--- config.mk ---
export PLATFORM = sky130hd
export DESIGN_NAME = mfp_ahb_lite_arbiter2
export DESIGN_NICKNAME = d
export VERILOG_FILES = /design/src/rtl/mfp_ahb_lite_arbiter2.sv
export SDC_FILE = /design/constraint.sdc
export NUM_CORES = 1
export LEC_CHECK = 0
export ABC_AREA = 1
export ABC_CLOCK_PERIOD_IN_PS = 1400
export CAP_MARGIN = 10
export CORE_AREA = 4 4 129 131
export CTS_CLUSTER_SIZE = 10
export DETAILED_ROUTE_END_ITERATION = 6
export DIE_AREA = 0 0 133 135
export GPL_ROUTABILITY_DRIVEN = 0
export GPL_TIMING_DRIVEN = 1
export SYNTH_ARGS = -nofsm -noshare
export SYNTH_HDL_FRONTEND = slang
export SYNTH_SLANG_ARGS = --single-unit
export TNS_END_PERCENT = 10
--- constraint.sdc ---
create_clock -name HCLK -period 1.4 [get_ports HCLK]
set_input_delay 0.14 -clock HCLK [delete_from_list [all_inputs] [get_ports HCLK]]
set_output_delay 0.14 -clock HCLK [all_outputs]
set_load 0.05 [all_outputs]
--- src/rtl/mfp_ahb_lite_arbiter2.sv ---
// Two-master AHB-Lite arbiter: shares one slave matrix between M0 (CPU) and M1 (DMA/debug).
// Round-robin or M0-priority grant, with data-phase tracking so responses go to the right master.
module mfp_ahb_lite_arbiter2 #(
    parameter int unsigned FIXED_PRIO = 0
) (
    input  logic        HCLK,
    input  logic        HRESET,

    input  logic [31:0] M0_HADDR,
    input  logic [1:0]  M0_HTRANS,
    input  logic        M0_HWRITE,
    input  logic [2:0]  M0_HSIZE,
    input  logic [2:0]  M0_HBURST,
    input  logic [3:0]  M0_HPROT,
    input  logic        M0_HMASTLOCK,
    input  logic [31:0] M0_HWDATA,
    output logic [31:0] M0_HRDATA,
    output logic        M0_HREADY,
    output logic        M0_HRESP,

    input  logic [31:0] M1_HADDR,
    input  logic [1:0]  M1_HTRANS,
    input  logic        M1_HWRITE,
    input  logic [2:0]  M1_HSIZE,
    input  logic [2:0]  M1_HBURST,
    input  logic [3:0]  M1_HPROT,
    input  logic        M1_HMASTLOCK,
    input  logic [31:0] M1_HWDATA,
    output logic [31:0] M1_HRDATA,
    output logic        M1_HREADY,
    output logic        M1_HRESP,

    output logic [31:0] HADDR,
    output logic [1:0]  HTRANS,
    output logic        HWRITE,
    output logic [2:0]  HSIZE,
    output logic [2:0]  HBURST,
    output logic [3:0]  HPROT,
    output logic        HMASTLOCK,
    output logic [31:0] HWDATA,
    input  logic [31:0] HRDATA,
    input  logic        HREADY,
    input  logic        HRESP,

    output logic        GRANT
);

    localparam logic [1:0] TRANS_IDLE = 2'b00;
    localparam logic [1:0] TRANS_SEQ  = 2'b11;
    localparam bit         PRIO_M0    = (FIXED_PRIO != 0);

    logic grant_q,   grant_d;
    logic d_owner_q, d_owner_d;
    logic d_valid_q, d_valid_d;

    logic m0_req, m1_req;
    logic owner_hold, switch_want;
    logic m0_involved, m1_involved;

    // Address/control path follows the current grant owner.
    always_comb begin
        if (grant_q) begin
            HADDR     = M1_HADDR;
            HTRANS    = M1_HTRANS;
            HWRITE    = M1_HWRITE;
            HSIZE     = M1_HSIZE;
            HBURST    = M1_HBURST;
            HPROT     = M1_HPROT;
            HMASTLOCK = M1_HMASTLOCK;
        end else begin
            HADDR     = M0_HADDR;
            HTRANS    = M0_HTRANS;
            HWRITE    = M0_HWRITE;
            HSIZE     = M0_HSIZE;
            HBURST    = M0_HBURST;
            HPROT     = M0_HPROT;
            HMASTLOCK = M0_HMASTLOCK;
        end
    end

    // Grant decision and data-phase bookkeeping at arbitration points.
    always_comb begin
        grant_d   = grant_q;
        d_owner_d = d_owner_q;
        d_valid_d = d_valid_q;

        m0_req     = M0_HTRANS[1];
        m1_req     = M1_HTRANS[1];
        owner_hold = (HTRANS == TRANS_SEQ) || HMASTLOCK;

        if (PRIO_M0) begin
            switch_want = grant_q ? m0_req : (m1_req && (M0_HTRANS == TRANS_IDLE));
        end else begin
            switch_want = grant_q ? m0_req : m1_req;
        end

        if (HREADY) begin
            d_owner_d = grant_q;
            d_valid_d = HTRANS[1];
            if (!owner_hold && switch_want) begin
                grant_d = ~grant_q;
            end
        end
    end

    always_ff @(posedge HCLK) begin
        if (HRESET) begin
            grant_q   <= 1'b0;
            d_owner_q <= 1'b0;
            d_valid_q <= 1'b0;
        end else begin
            grant_q   <= grant_d;
            d_owner_q <= d_owner_d;
            d_valid_q <= d_valid_d;
        end
    end

    // Response path: a master not in any phase sees a stall only while it is requesting.
    always_comb begin
        m0_involved = !grant_q || (d_valid_q && !d_owner_q);
        m1_involved =  grant_q || (d_valid_q &&  d_owner_q);

        HWDATA    = d_owner_q ? M1_HWDATA : M0_HWDATA;
        M0_HRDATA = HRDATA;
        M1_HRDATA = HRDATA;
        M0_HRESP  = d_valid_q && !d_owner_q && HRESP;
        M1_HRESP  = d_valid_q &&  d_owner_q && HRESP;
        M0_HREADY = m0_involved ? HREADY : !m0_req;
        M1_HREADY = m1_involved ? HREADY : !m1_req;
    end

    assign GRANT = grant_q;

endmodule
==> flow_metrics.env <==
export IMPL_vias=2418
export IMPL_crit_type="flop to output pin"
export IMPL_htreeDepth=1
export IMPL_grt_pass1_wl_um=12600
export IMPL_r2r_end="GRANT"
export IMPL_synth_top_cell_by_area="nand2_1"
export IMPL_nNetsFinal=664
export IMPL_avgSynthCellArea_sq_um=6.47
export IMPL_cp_max_fo=6
export IMPL_post_synth_top_count_cell="nand2_1"
export IMPL_rr_worst_depth=8
export IMPL_max_cap_violations=0
export IMPL_r2r_start="GRANT"
export IMPL_die_h_um=135
export IMPL_intPower_uw=1470
export IMPL_grt_max_degree=26
export IMPL_clock_sinks=3
export IMPL_initial_core_util_pct=11.5
export IMPL_tns_ps=-1320
export IMPL_postSynthCellCount=278
export IMPL_syn_area_sq_mm=0.00180
export IMPL_final_min_clock_period_ps=1470
export IMPL_clockPowerShare_pct=17.6
export IMPL_ys_top_cells_by_count="136 x nand2_1, 66 x buf_4, 26 x mux2_4"
export IMPL_drt_first_pass_iters=4
export IMPL_via_per_inst=3.52
export IMPL_period_share_pct=105
export IMPL_synth_edf_count=0
export IMPL_sw_frac_of_total_pct=44.4
export IMPL_slew_violations=0
export IMPL_rsz0062_at_grt="yes"
export IMPL_antenna_left=0
export IMPL_syn_num_nets=470
export IMPL_synth_top_area_share_pct=28.4
export IMPL_end_kind="output pin"
export IMPL_clock_path_buffers=2
export IMPL_synth_ff_type="dfxtp_1"
export IMPL_port_buffers=242
export IMPL_cts_tree="done"
export IMPL_die_x_um=133
export IMPL_area_growth_syn_to_layout_pct=158
export IMPL_p_comb_share_pct=78.7
export IMPL_ys_seq_area_share_pct=3.34
export IMPL_finalWirelength_um=9760
export IMPL_p_per_area_mw_per_mm2=568
export IMPL_rows=46
export IMPL_grt_pass1_vias=2386
export IMPL_cts_buffers=3
export IMPL_crit_path_start_kind="flop"
export IMPL_synthTopCellsByArea="nand2_1 28%, buf_4 28%, mux2_4 22%, buf_6 3.8%, mux2_2 3.8%"
export IMPL_clk_pin_slew_worst_paths_ps=30
export IMPL_fmax_mhz=682
export IMPL_ioPinCount=339
export IMPL_grt_total_usage_pct=9.03
export IMPL_die_area_sq_mm=0.0180
export IMPL_p_seq_share_pct=3.7
export IMPL_wl_per_cell_um=14.2
export IMPL_r2r_setup_slack_ps=180
export IMPL_worst_ep_required_time_ps=1260
export IMPL_synth_seq_cells=3
export IMPL_root_buffer="clkbuf_16"
export IMPL_crit_arrival_ps=1330
export IMPL_hold_path_cell_count=0
export IMPL_hold_class="input port to output pin"
export IMPL_timing_slew_headroom_pct=84.2
export IMPL_finalSetupViolCount=30
export IMPL_async_reset_ff_share_pct=0
export IMPL_clock_skew_ps=0.936
export IMPL_antenna_found_initial=0
export IMPL_holdBufCountCts=0
export IMPL_finalPower_uw=2630
export IMPL_fin_ws_ps=-66.0
export IMPL_min_from="HRDATA[23]"
export IMPL_hold_violations=0
export IMPL_status="complete, but fails checks"
export IMPL_synth_cell_types=19
export IMPL_violations="setup timing"
export IMPL_antenna_cells=0
export IMPL_drc=0
export IMPL_p_switching_uw=1170
export IMPL_grt_remaining_overflow=0
export IMPL_min_to="M0_HRDATA[23]"
export IMPL_insertion_delay_ps=230
export IMPL_core_area_sq_mm=0.0156
export IMPL_hpwlAfterDp_um=7450
export IMPL_yosysWarnings=0
export IMPL_drive_gt1_share_pct=35.9
export IMPL_leakagePower_uw=0.00208
export IMPL_drt_iter0_drc=38
export IMPL_worst_slew_pin_slew_ps=236
export IMPL_ir_drop_uv=199
## sequential cells by signal, indices dropped and copies added, names as in the netlist
name and cells:
d_owner_q 1, GRANT 1, d_valid_q 1
## worst max-delay path: stages, from the launching register on
cell	delay, ps
dfxtp_4	350
buf_12	140
clkbuf_16	150
mux2_4	300
buf_6	150
## layer usage
metal	global-route usage [%]	vias to the layer above	share of wire, %
met5	0	-	0
met4	3.70	0	2.6
met3	3.84	30	12
met2	17.4	189	51
met1	8.26	1014	34
li1	-	1185	-
## cells by family (layout without fill, tap and decap cells)
kind of cell,Yosys count,in the layout,synth area share (%)
compound gates,9,9,2.92
buf+inv,84,277,34.7
flops,3,3,3.34
mux,32,32,25.5
simple gates,150,150,33.6
## cells in the final DEF, fill, tap and decap left out, types with 2 or more instances in the layout
master	instances
nand2_1	132
buf_8	7
a21oi_2	2
a21oi_1	2
inv_1	4
nand2_2	7
o21ai_2	2
buf_4	20
nand3_1	2
clkdlybuf4s50_1	159
dfxtp_4	2
nand3_2	2
buf_12	18
buf_6	57
mux2_4	32
nor2_2	2
nand2_4	3
clkbuf_16	7
a21oi_4	2
## timing repair
item,4_1_cts,5_1_grt
gates cloned,1,6
resized for setup,65,33
pin swaps,12,12
setup endpoints to repair,61,70
buffers inserted,1,9
## power groups by stage
stage | combinational [uW] | sequential [uW] | clock, uW
4_1_cts | 2000 | 102 | 474
5_1_grt | 2170 | 97.8 | 482
6_report | 2070 | 97.2 | 463
2_1_floorplan | 1470 | 99.8 | 0
3_3_place_gp | 1860 | 102 | 0
3_5_place_dp | 1860 | 103 | 0
## stage by stage
step                utilization [%]  std cells  setup WS [ps]  instance area [sq um]  hold WS (ps)
floorplan                         -        278          -37.2                   1830           193
global placement               25.6        668            112                   3990           281
detailed placement             25.6        668            105                   3990           281
CTS                            28.0        674          -55.9                   4360           281
global route                   29.7        687          -87.5                   4630           280
finish                         29.7        687          -66.0                   4630           280
## cell type report
class,instances,area (sq um)
fillers,1648,11000
repair buffers,265,2950
multi-input cells,191,1200
well taps,216,270
clock buffers,4,78.8
flip-flops and latches,3,68.8
inverters,6,48.8
repair inverters,2,20.0
## worst max path at each step
| stage | cells after the start | endpoint | slack, ps | start |
|---|---|---|---|---|
| 2_1_floorplan | 4 | M1_HRESP | -40 | d_owner_q |
| 3_3_place_gp | 3 | HWDATA[31] | 110 | d_owner_q |
| 3_5_place_dp | 7 | GRANT | 110 | M1_HTRANS[1] |
| 4_1_cts | 3 | HWDATA[31] | -60 | d_owner_q |
| 5_1_grt | 4 | HWDATA[19] | -90 | d_owner_q |
| 6_report | 4 | HWDATA[10] | -70 | d_owner_q |
Power figures use the tool's default switching activity.
